$ cat src/rtl/demux1to4_buf_pkg.sv
// Shared types and constants for the 1-to-4 buffered demultiplexer.
package demux1to4_buf_pkg;

  // Buffer depth in entries.
  localparam int DEPTH = 2;

  // Occupancy state; the encoding equals the number of buffered entries.
  typedef enum logic [1:0] {
    EMPTY = 2'd0,
    HALF  = 2'd1,
    FULL  = 2'd2
  } state_t;

  // Destination tag carried alongside each buffered word.
  typedef logic [1:0] tag_t;

endpackage

$ cat src/rtl/demux1to4_buf_decoder2to4.sv
// 2-to-4 one-hot decoder with enable; drives the per-destination valids.
module decoder2to4
  import demux1to4_buf_pkg::*;
(
  input  tag_t       sel,
  input  logic       en,
  output logic [3:0] onehot
);

  // One-hot of sel when enabled, all zero otherwise.
  always_comb begin
    onehot = 4'b0000;
    if (en) begin
      onehot[sel] = 1'b1;
    end
  end

endmodule

$ cat src/rtl/demux1to4_buf.sv
// Two-entry FIFO that routes each word to one of four destinations.
//
// state | meaning
// ------+-----------------------------------------------
// EMPTY | no entries; o_valid all zero, o_data zero
// HALF  | one entry in slot 0 (head)
// FULL  | two entries; slot 0 is head, slot 1 is next, o_ready low
module demux1to4_buf
  import demux1to4_buf_pkg::*;
#(
  parameter int DATA_WIDTH = 64
) (
  input  logic                  clk,
  input  logic                  arstn,
  input  logic [1:0]            control_signal,
  input  logic                  i_valid,
  output logic                  o_ready,
  input  logic [DATA_WIDTH-1:0] i_data,
  output logic [3:0]            o_valid,
  input  logic [3:0]            i_ready,
  output logic [DATA_WIDTH-1:0] o_data,
  output logic [1:0]            o_count
);

  state_t                state_q;
  state_t                state_d;
  logic [DATA_WIDTH-1:0] data0_q;
  logic [DATA_WIDTH-1:0] data1_q;
  tag_t                  tag0_q;
  tag_t                  tag1_q;
  logic                  not_empty;
  logic                  push;
  logic                  pop;

  assign not_empty = (state_q != EMPTY);
  // o_ready depends only on state_q, so push has no path from i_ready.
  assign push      = i_valid && o_ready;
  // Only the ready bit of the head's own destination can pop it.
  assign pop       = |(o_valid & i_ready);

  decoder2to4 u_decoder (
    .sel    (tag0_q),
    .en     (not_empty),
    .onehot (o_valid)
  );

  // State register.
  always_ff @(posedge clk or negedge arstn) begin
    if (!arstn) begin
      state_q <= EMPTY;
    end else begin
      state_q <= state_d;
    end
  end

  // Next-state logic from push/pop.
  always_comb begin
    state_d = state_q;
    unique case (state_q)
      EMPTY: if (push) state_d = HALF;
      HALF: begin
        if (push && !pop)      state_d = FULL;
        else if (pop && !push) state_d = EMPTY;
      end
      FULL:  if (pop) state_d = HALF;
      default: state_d = EMPTY;
    endcase
  end

  // Outputs decoded from the state register.
  always_comb begin
    o_ready = 1'b1;
    o_count = 2'd0;
    o_data  = '0;
    unique case (state_q)
      EMPTY: begin
        o_ready = 1'b1;
        o_count = 2'd0;
      end
      HALF: begin
        o_ready = 1'b1;
        o_count = 2'd1;
        o_data  = data0_q;
      end
      FULL: begin
        o_ready = 1'b0;
        o_count = 2'd2;
        o_data  = data0_q;
      end
      default: begin
        o_ready = 1'b1;
        o_count = 2'd0;
      end
    endcase
  end

  // Entry storage: slot 0 is always the head; slot 1 shifts down on pop.
  always_ff @(posedge clk or negedge arstn) begin
    if (!arstn) begin
      data0_q <= '0;
      data1_q <= '0;
      tag0_q  <= '0;
      tag1_q  <= '0;
    end else if (pop) begin
      if (state_q == FULL) begin
        data0_q <= data1_q;
        tag0_q  <= tag1_q;
      end else if (push) begin
        // Simultaneous push and pop in HALF: new word becomes head.
        data0_q <= i_data;
        tag0_q  <= control_signal;
      end
    end else if (push) begin
      if (state_q == EMPTY) begin
        data0_q <= i_data;
        tag0_q  <= control_signal;
      end else begin
        data1_q <= i_data;
        tag1_q  <= control_signal;
      end
    end
  end

endmodule

$ cat config.mk
export PLATFORM = sky130hd
export DESIGN_NAME = demux1to4_buf
export DESIGN_NICKNAME = d
export VERILOG_FILES = /design/src/rtl/demux1to4_buf_pkg.sv /design/src/rtl/demux1to4_buf_decoder2to4.sv /design/src/rtl/demux1to4_buf.sv
export SDC_FILE = /design/constraint.sdc
export NUM_CORES = 1
export LEC_CHECK = 0
export CORE_MARGIN = 2
export CORE_UTILIZATION = 54
export CTS_CLUSTER_DIAMETER = 80
export DETAILED_ROUTE_END_ITERATION = 16
export HOLD_SLACK_MARGIN = 0.02
export PLACE_DENSITY_LB_ADDON = 0.3
export SLEW_MARGIN = 30
export SYNTH_ARGS = -nofsm -noshare
export SYNTH_HDL_FRONTEND = slang
export SYNTH_SLANG_ARGS = --single-unit
export TNS_END_PERCENT = 30
$ cat constraint.sdc
create_clock -name clk -period 3.7 [get_ports clk]
set_input_delay 0.74 -clock clk [delete_from_list [all_inputs] [get_ports clk]]
set_output_delay 0.74 -clock clk [all_outputs]
set_load 0.005 [all_outputs]
After elaboration in Yosys (flattened, before gate mapping). Cells that the tools add are included.

Register bits after elaboration: 134. Bits in latches: 0. RAM bits: 0. Bits in read-only memories: 0. Input bits: 73. Output and inout port bits: 71. Memories kept: 0.

$add $sub $neg: 0. Multiply operators: 0. Div/mod/pow operators: 0. $lt $le $gt $ge: 2. Eq/ne operators: 5. Shift-type cells: 0. Multiplexer cells: 21. Bitwise gates (word level): 3. Reduce and logical (&&, ||, !) cells: 16.

Operators with widths (count): 2-to-1 mux 64 bit (6); 2-to-1 mux 2 bit (9); AND reduction 3 bit (3); nonzero test 2 bit (4); case mux 2 bit (3 select lines) (1); bitwise AND 4 bit (1); logical AND 1 bit (4); 2-to-1 mux 4 bit (1); inequality test 2 bit, second input constant (2); case mux 2 bit (2 select lines) (1); OR reduction 4 bit (1); < comparator 2 x 3 -> 1 bit, second input constant (1); inequality test 3 bit, second input constant (1); demux 1 bit (select 2 bit) (1); == test 2 x 1 -> 1 bit, second input constant (1); == test 2 bit, second input constant (1); >= comparator 2 x 1 -> 1 bit, second input constant (1); logical NOT 1 bit (2); logical NOT 2 bit (1); 2-to-1 mux 1 bit (2); NOT 1 bit (2); OR reduction 2 bit (1).

Longest topological paths before layout. Gate-level depths: netlist (run 1).

Depth after elaboration: 11. Depth in mapped cells: 9. Gate-level depth less buffers: 7.

Modules after synthesis. Synthesis (run 1) repeated with hierarchy kept, for this count alone.

Cell total of the unflattened synthesis: 472. Area total of the unflattened synthesis: 6068.3 µm².

By module, submodules not included: demux1to4_buf (instances 1, cells an instance 468, area an instance 6030.8 µm², sequential area each 3353.2 µm²); decoder2to4 (instances 1, cells an instance 4, area an instance 37.5 µm², sequential area each 0.0 µm²).

Worst setup path before layout (run 1). No wires, ideal clock.

Kind: in2reg. Start point: input i_ready[1]. End point: register data1_q[23]. Library setup time: 0.127 ns. Arrival time: 1.926 ns. Data required time: 3.573 ns. Slack: 1.647 ns. Cell stages on the path: 6. Path buffers: 2. Cell sequence: mux2i_1 > a22oi_1 > nor3b_2 > buf_6 > buf_8 > mux2_1.

Word-level cells in the longest chain between the ends: 4.

RTL lines: from (decl) (RTL line demux1to4_buf.sv:20) `input logic [3:0] i_ready,`; bitwise AND 4 bit (RTL line demux1to4_buf.sv:39) `assign pop = |(o_valid & i_ready);`; OR reduction 4 bit (RTL line demux1to4_buf.sv:39); NOT 1 bit (no line); AND reduction 3 bit (no line); to (signal assigned) (RTL line demux1to4_buf.sv:118) `data1_q <= i_data;`; to (decl) (RTL line demux1to4_buf.sv:28) `logic [DATA_WIDTH-1:0] data1_q;`.

No other way between the ends. A chain may end at the register's enable or synchronous reset.

Final worst setup path (run 1).
Start point: register state_q[1]. End point: output o_data[62].

Word-level cells in the longest chain between the ends: 3.

RTL lines: from (decl) (RTL line demux1to4_buf.sv:25) `state_t state_q;`; from (signal assigned) (RTL line demux1to4_buf.sv:52) `state_q <= state_d;`; == test 2 bit / == test 2 x 1 -> 1 bit (equally long branches) (RTL line demux1to4_buf.sv:75) `unique case (state_q)`; OR reduction 2 bit (no line) (*); 2-to-1 mux 64 bit (*) (RTL line demux1to4_buf.sv:75); to (decl) (RTL line demux1to4_buf.sv:21) `output logic [DATA_WIDTH-1:0] o_data,`.

Mark *: on every way between the ends. The rest lies on a longest branch, timed or not.

==> metrics.txt, run 1 <==
initial antenna violation count 0; fmax 303 MHz; Via density 5.71; largest net degree at the start of global routing 119; Largest delay share family, worst path buffers and inverters; Reg power frac 31.7%; Setup-failing EPs final 0; Pre-Repair DR Iteration Count 5; startpoint types flip-flop; Layout Nets 678; gpl congestion 0.794; status finished clean; switching portion of total power 29.6%; share of layout cells above drive strength 1 21.5%; vias in the first global route 4697; die area 12300 um2; Switching Power 2.46 mW; Core ar. 11000 um2; power density of the placed cells 999 nW/um2; mean post-synth cell area 13.1 um2; RSZ-0062 raised after global routing false; CTS Buf Count 17; Routed Antenna Nets 0; total power 8.29 mW; worst r2r dst data0_q[15]; Max-Cap Viols 0; Hold Fails Final Rpt 0; Setup Skew 0.00787 ns; WL final 14300 um; Post CTS Setup Buffer Count 0; max incr delay on CP 0.68 ns; detailed placement HPWL 8640 um; CTS tree built; clock share of power 21.8%; flop-to-flop setup slack 1.16 ns; Rows 38; clock sinks 134; nets in the synthesized netlist 546; Cell Int Power 5.84 mW; post-synthesis cell type count 33; cell breakdown of the critical path inv_1 -> ha_1 -> buf_12 -> and2_1 -> clkdlybuf4s50_1; period utilisation layout 89.3%; largest fanout on the critical path 43; leak pwr 3.29 nW; initial core utilization 56.0%; reg2reg start state_q[0]; Mapped Cells 469; DRC Markers 0; CP arrival 2.56 ns; cell depth of the worst setup path 5; Synth-to-Final Area Change 34.9%; Setup WS pre-CTS 0.837 ns; grt ovf 0; gr usage total 24.6%; Logic pwr share 46.5%; diode count 0; post-synthesis sequential area ratio 54.5%; Clock Tree Buf Depth 2; Die Height 111 um; Worst Path Class, Setup reg2out; Bufs and invs on worst path 3; fin worst setup slack 0.397 ns; FF-to-FF path depth 7; post-CTS sizing 0; Cell Area, Synth 6150 um2; YS warnings 0; number of buffers added on ports 143; io pins 144; Synth Register Bits 134; Filler Cell Count 695; Root Driver clkbuf_16; first-pass GRT wire length 24100 um; Pins Over Slew Limit 0; vias 4305; fin crit period 3.30 ns; Avg WL per Cell 19.0 um; Worst Max-Slew Pin Slew 0.862 ns; VDD IR max 0.654 mV; Fin Setup TNS 0 ns; slowest stage cell, crit path ha_1; Slew headroom 42.6%; critical path capture point type output pin; initial drt markers 253; clk_lat worst skew 0.41 ns; WP data required 2.96 ns; quantity of hold-fixing buffers added after cts 0; Hold Crit Class in2async; H-tree levels 4; Die W 111 um; Reg clk slew, reported paths 0.05 ns
[power groups by stage]
stage,combinational (mW),sequential [mW],clock [mW]
after global placement,3.76,2.59,0
after CTS,3.91,2.63,1.84
after detailed placement,3.87,2.63,0
after floorplan,2.26,2.47,0
final,3.86,2.63,1.81
after global routing,4.16,2.72,1.92
[worst register-to-register path: stages (launching register included)]
cell and delay, ns:
dfrtp_1 0.38, inv_1 0.15, ha_1 0.44, inv_1 0.19, o32ai_4 0.28, buf_4 0.64, nand2b_1 0.18, o221a_2 0.16
[cells in the mapped netlist, drive strengths merged]
master / n / area [um2]
and2: 66 / 413
nor2: 4 / 15.0
nor2b: 3 / 18.8
a311oi: 1 / 8.76
nand3b: 1 / 7.51
a21oi: 1 / 8.76
o211a: 1 / 10.0
nor3b: 1 / 12.5
mux2i: 2 / 23.8
ha: 4 / 50.1
inv: 4 / 15.0
o21ai: 1 / 5.00
clkbuf: 11 / 41.3
a32o: 1 / 10.0
o221a: 66 / 743
a211oi: 1 / 7.51
o22a: 1 / 10.0
o21a: 1 / 7.51
mux2: 66 / 743
a22oi: 1 / 7.51
buf: 26 / 191
nand2: 2 / 7.51
nand2b: 67 / 419
dfrtp: 134 / 3350
o32ai: 1 / 8.76
or2: 1 / 6.26
a41o: 1 / 10.0
[cell usage in the layout, fill, tap and decap left out, types with 4 or more instances in the layout]
cell / count
inv_1: 4
mux2_1: 40
nand2b_1: 67
nor2_1: 4
clkbuf_8: 5
mux2_2: 26
clkdlybuf4s50_1: 142
dfrtp_1: 134
and2_1: 66
o221a_2: 62
buf_4: 4
bufinv_16: 4
clkbuf_16: 17
o221a_1: 4
ha_1: 4
[registers in the layout, indices dropped and copies added (netlist names)]
signal and cells:
state_q 2, data1_q 64, data0_q 64, tag0_q 2, tag1_q 2
[layer usage]
| layer | track usage [%] | part of all wire, % | vias to the layer above |
|---|---|---|---|
| met5 | 0 | 0 | - |
| met4 | 9.75 | 1.1 | 0 |
| met3 | 7.38 | 6.0 | 14 |
| met2 | 39.6 | 49 | 135 |
| met1 | 31.2 | 44 | 2194 |
| li1 | - | - | 1962 |
[worst max-delay path by stage]
stage,startpoint,slack [ns],end
floorplan,i_ready[1],1.65,data1_q[23]
CTS,state_q[1],0.36,o_data[51]
global route,state_q[1],0.25,o_data[9]
detailed placement,i_ready[1],0.84,data0_q[12]
global placement,i_ready[1],0.91,data1_q[24]
finish,state_q[1],0.40,o_data[62]
[layout make-up]
class,count,area (um2),share of cell area (%)
tap,140,175,2.11
inverter,4,15.0,0.181
multi-input combinational,294,2590,31.2
clock buffer,24,502,6.04
sequential,134,3350,40.4
timing repair buffer,150,1530,18.4
clock inverter,8,143,1.72
[per-stage QoR]
step,cell area [um2],std cells,util [%],hold slack (ns)
floorplan,6150,469,-,0.444
global placement,7650,722,69.7,0.458
detailed placement,7660,722,69.7,0.467
CTS,8300,754,75.6,0.443
global route,8300,754,75.6,0.460
finish,8300,754,75.6,0.400
[cells by family after synthesis]
family | count (synthesis) | synth area share, %
flops | 134 | 54.5
buf+inv | 41 | 4.03
compound gates | 77 | 13.6
simple gates | 145 | 14.6
mux | 68 | 12.5
fa+ha+maj | 4 | 0.813
Note: power is estimated with default switching activity, not from simulation.
==> run 2, diff against run 1 <==
--- a/config.mk
+++ b/config.mk
@@ -5,12 +5,15 @@
 export SDC_FILE = /design/constraint.sdc
 export NUM_CORES = 1
 export LEC_CHECK = 0
+export CELL_PAD_IN_SITES_DETAIL_PLACEMENT = 0
+export CELL_PAD_IN_SITES_GLOBAL_PLACEMENT = 2
 export CORE_MARGIN = 2
-export CORE_UTILIZATION = 54
+export CORE_UTILIZATION = 36
 export CTS_CLUSTER_DIAMETER = 80
 export DETAILED_ROUTE_END_ITERATION = 16
+export GPL_TIMING_DRIVEN = 0
 export HOLD_SLACK_MARGIN = 0.02
-export PLACE_DENSITY_LB_ADDON = 0.3
+export PLACE_DENSITY_LB_ADDON = 0.1
 export SLEW_MARGIN = 30
 export SYNTH_ARGS = -nofsm -noshare
 export SYNTH_HDL_FRONTEND = slang
==> run 2 against run 1 <==
Sequential share of layout area decreased by 1.3 points. Largest power group unchanged. Sequential cell count unchanged. Die area increased by 48%. Total power is 2.7% higher.
==> metrics.txt, run 2 (synthesized netlist as in run 1, its figures left out) <==
die area 18200 um2; grt ovf 0; CTS Buf Count 17; Hold Crit Class in2async; Slew headroom 58.6%; Regs by FF count data0_q: 64 flops, data1_q: 64 flops; Hold Slack 0.299 ns; final core occ 51.5%; diode count 0; Setup WS pre-CTS 0.488 ns; gr usage total 18.0%; quantity of hold-fixing buffers added after cts 0; Bufs and invs on worst path 4; vias 4340; Reg clk slew, reported paths 0.06 ns; Largest delay share family, worst path buffers and inverters; Rows 47; largest net degree at the start of global routing 75; initial antenna violation count 0; Hold Fails Final Rpt 0; Die W 135 um; first-pass GRT wire length 25300 um; gpl congestion 0.758; H-tree levels 4; post-CTS sizing 0; VDD IR max 0.416 mV; RSZ-0062 raised after global routing true; initial core utilization 37.0%; slowest stage cell, crit path clkdlybuf4s50_1; Layout Nets 709; initial drt markers 226; Die Height 135 um; most numerous cell on the critical path clkbuf_1; number of buffers added on ports 143; Pins Over Slew Limit 0; clk_lat worst skew 0.41 ns; total power 8.52 mW; largest fanout on the critical path 10; Root Driver clkbuf_16; Post CTS Setup Buffer Count 0; met3 wire len 948 um; WL final 15500 um; Pre-Repair DR Iteration Count 4; Core ar. 16600 um2; Via density 5.02; leak pwr 3.41 nW; fin worst setup slack 0.136 ns; max incr delay on CP 0.52 ns; wl on met1 6970 um; Setup-failing EPs final 0; status finished clean; power density of the placed cells 993 nW/um2; CP arrival 2.82 ns; WP data required 2.96 ns; DRC Markers 0; Clock Tree Buf Depth 2; critical path capture point type output pin; vias in the first global route 4793; share of layout cells above drive strength 1 23.4%; clock sinks 134; Synth-to-Final Area Change 39.4%; most frequent cells in the layout clkdlybuf4s50_1, dfrtp_1, nand2b_1, and2_1, o221a_2; Filler Cell Count 1416; Routed Antenna Nets 0; detailed placement HPWL 10500 um; Max-Cap Viols 0; Avg WL per Cell 17.9 um; fin crit period 3.56 ns; CTS tree built; crit path from state_q[1]; io pins 144; fmax 281 MHz; wire length on met2 7370 um; Worst Path Class, Setup reg2out; period utilisation layout 96.3%; Max Used Layer met4; Worst Max-Slew Pin Slew 0.621 ns; reg2reg start state_q[0]; cell breakdown of the critical path inv_1 -> ha_1 -> clkbuf_1 -> clkbuf_1 -> and2_1 -> clkdlybuf4s50_1; most common cell after layout, fill and taps aside clkdlybuf4s50_1; startpoint types flip-flop; Setup Skew 0.00779 ns
-- run 2: cell types whose count changed in the layout (fill, tap and decap cells not counted), sizes merged --
cell / change
buf: +20
clkinvlp: +1
bufinv: +2
clkbuf: +8
-- run 2: worst register-to-register path: cells and delay by family (launching register included) --
family / cells / cell delay (ns)
flops: 1 / 0.37
simple gates: 1 / 0.10
buf+inv: 5 / 1.11
compound gates: 2 / 0.70
fa+ha+maj: 1 / 0.19
-- run 2: layout make-up --
class,instances,area [um2],share of cell area (%)
inverter,4,15.0,0.175
tap,220,275,3.21
clock buffer,21,460,5.37
buffer,37,234,2.73
multi-input combinational,294,2550,29.8
clock inverter,11,221,2.58
sequential,134,3350,39.1
timing repair buffer,144,1460,17.1
-- run 2: per-layer routing --
metal	vias up	track usage [%]
met1	2182	23.4
met2	118	28.8
li1	2028	-
met3	12	5.71
met4	0	5.56
met5	-	0
-- run 2: metrics by stage --
step | instances | TNS, ns | instance area, um2
after floorplan | 469 | 0 | 6150
after global placement | 832 | -481.89 | 7860
after detailed placement | 833 | 0 | 7890
after CTS | 865 | 0 | 8580
after global routing | 865 | -0.0153 | 8580
final | 865 | 0 | 8580
-- run 2: path summary, 6_finish.rpt --
kind / end / slack [ns] / cells after the start
max: o_data[25] / 0.14 / 6
min: data1_q[31] / 0.30 / 1
max reg2reg: data0_q[17] / 1.13 / 9
min reg2reg: data1_q[43] / 0.47 / 1
max in group asynchronous: data1_q[18] / 2.67 / 2
min in group clk: data1_q[43] / 0.47 / 1
-- run 2: power by group --
group	switching (mW)	leakage (nW)	internal, mW
clock	0.632	0.324	1.30
combinational	1.56	1.54	2.44
sequential	0.348	1.55	2.23
total	2.54	3.41	5.98
==> run 3, diff against run 2 <==
--- a/config.mk
+++ b/config.mk
@@ -8,7 +8,8 @@
 export CELL_PAD_IN_SITES_DETAIL_PLACEMENT = 0
 export CELL_PAD_IN_SITES_GLOBAL_PLACEMENT = 2
 export CORE_MARGIN = 2
-export CORE_UTILIZATION = 36
+export CORE_UTILIZATION = 37
+export CTS_BUF_LIST = sky130_fd_sc_hd__clkbuf_2
 export CTS_CLUSTER_DIAMETER = 80
 export DETAILED_ROUTE_END_ITERATION = 16
 export GPL_TIMING_DRIVEN = 0
==> run 3 against run 2 <==
Register-to-register slack better by 0.08 ns. Critical path depth down 1. First-iteration DRC count down 8.4%. Routed wire length down 3.4%. Total power down 13%. Sequential share of layout area up 2.1 points. Clock skew up 0.013 ns. Fmax up 5.0%. Utilization down 1.9 points. Via count down 1.4%. Hold slack better by 0.20 ns. Highest routed layer unchanged.
==> metrics.txt, run 3 (synthesized netlist as in run 1, its figures left out) <==
WL final 15000 um; Setup-failing EPs final 0; Layout Nets 709; largest net degree at the start of global routing 84; CP endpoint o_data[25]; crit path from state_q[1]; vias in the first global route 4704; register area 3350 um2; initial core utilization 37.5%; Avg WL per Cell 17.3 um; Die Height 133 um; Filler Cell Count 1480; fin crit period 3.39 ns; detailed placement HPWL 10200 um; Rows 47; leak pwr 3.23 nW; Regs by FF count data0_q: 64 flops, data1_q: 64 flops; initial drt markers 207; DP Cell Count 833; worst r2r dst data0_q[10]; Root Driver clkbuf_2; clock sinks 134; Max-Cap Viols 0; CTS Buf Count 17; Core ar. 16400 um2; FF-to-FF path depth 9; flop-to-flop setup slack 1.21 ns; Via density 4.94; Worst Max-Slew Pin Slew 0.533 ns; critical path capture point type output pin; Setup Skew 0.0208 ns; WP data required 2.96 ns; Clock Tree Buf Depth 2; Die W 133 um; period utilisation layout 91.7%; Pre-Repair DR Iteration Count 4; CTS tree built; first-pass GRT wire length 25100 um; Synth-to-Final Area Change 32.2%; fmax 295 MHz; gr usage total 18.1%; RSZ-0062 raised after global routing false; grt ovf 0; io pins 144; die area 17700 um2; worst hold path depth 1; Hold Crit Class reg2reg; VDD IR max 0.376 mV; power density of the placed cells 909 nW/um2; initial antenna violation count 1; Pins Over Slew Limit 0; Post CTS Setup Buffer Count 0; H-tree levels 4; final core occ 49.6%; most frequent cells in the layout clkdlybuf4s50_1, dfrtp_1, nand2b_1, and2_1, o221a_2; reg2reg start state_q[0]; Hold Fails Final Rpt 0; number of buffers added on ports 143; startpoint types flip-flop; Slew headroom 64.4%; Routed Antenna Nets 0; most common cell after layout, fill and taps aside clkdlybuf4s50_1; DRC Markers 0; Multi-input gate area 2560 um2; status finished clean; vias 4279; Finished Layout Cells 866; largest fanout on the critical path 10; Worst Path Class, Setup reg2out; CP arrival 2.65 ns; clk_lat worst skew 0.67 ns; share of layout cells above drive strength 1 24.3%; gpl congestion 0.791; Fin Setup TNS 0 ns; Reg clk slew, reported paths 0.19 ns
[run 3: cell types whose count changed in the layout (fill, tap and decap cells not counted), sizes merged]
cell / before / now
clkbuf: 32 / 27
dlygate4sd3: 0 / 1
clkinv: 3 / 8
clkinvlp: 2 / 5
diode: 0 / 1
bufinv: 6 / 2
[run 3: through the flow]
stage          setup slack, ns  area (um2)  power [mW]  hold slack (ns)
6_report                 0.307        8140        7.40            0.503
5_1_grt                 0.0635        8140        8.00            0.435
4_1_cts                 0.0261        8130        7.53            0.467
3_5_place_dp             0.585        7890        6.63            0.466
3_3_place_gp             -3.64        7860        6.56            0.458
2_1_floorplan             1.65        6150        4.73            0.444
[run 3: worst min path at each step]
stage                 from           to  slack (ns)
2_1_floorplan        arstn   data0_q[0]        0.44
4_1_cts              arstn  data0_q[13]        0.47
3_5_place_dp   data1_q[61]  data1_q[61]        0.47
3_3_place_gp   data1_q[51]  data1_q[51]        0.46
5_1_grt              arstn  data0_q[33]        0.43
6_report       data1_q[40]  data1_q[40]        0.50
[run 3: what timing repair did]
item	in CTS	in global routing
gates resized for setup	2	10
hold buffers	1	0
hold endpoints to repair	51	0
endpoints found under the setup margin	60	50
[run 3: routing by layer]
| layer | GRT usage (%) | share of wire (%) |
|---|---|---|
| met1 | 23.5 | 46 |
| met3 | 6.70 | 6.6 |
| met2 | 28.4 | 47 |
| met4 | 5.56 | 0.84 |
| met5 | 0 | 0 |
[run 3: power breakdown]
group	internal, mW	switching [mW]
clock	0.297	0.550
combinational	2.47	1.54
sequential	2.22	0.335
[run 3: worst max-delay path, stage by stage (launching register included)]
cell	delay (ns)
dfrtp_1	0.45
inv_1	0.08
ha_2	0.49
clkbuf_2	0.26
and2_1	0.18
clkdlybuf4s50_1	0.51
[run 3: layout make-up]
type	count	share of cell area, %
Antenna cell	1	0.0308
Buffer	36	2.91
Clock buffer	17	1.05
Clock inverter	15	1.71
Inverter	4	0.185
Multi-Input combinational cell	294	31.4
Sequential cell	134	41.2
Tap cell	220	3.38
Timing Repair Buffer	145	18.1
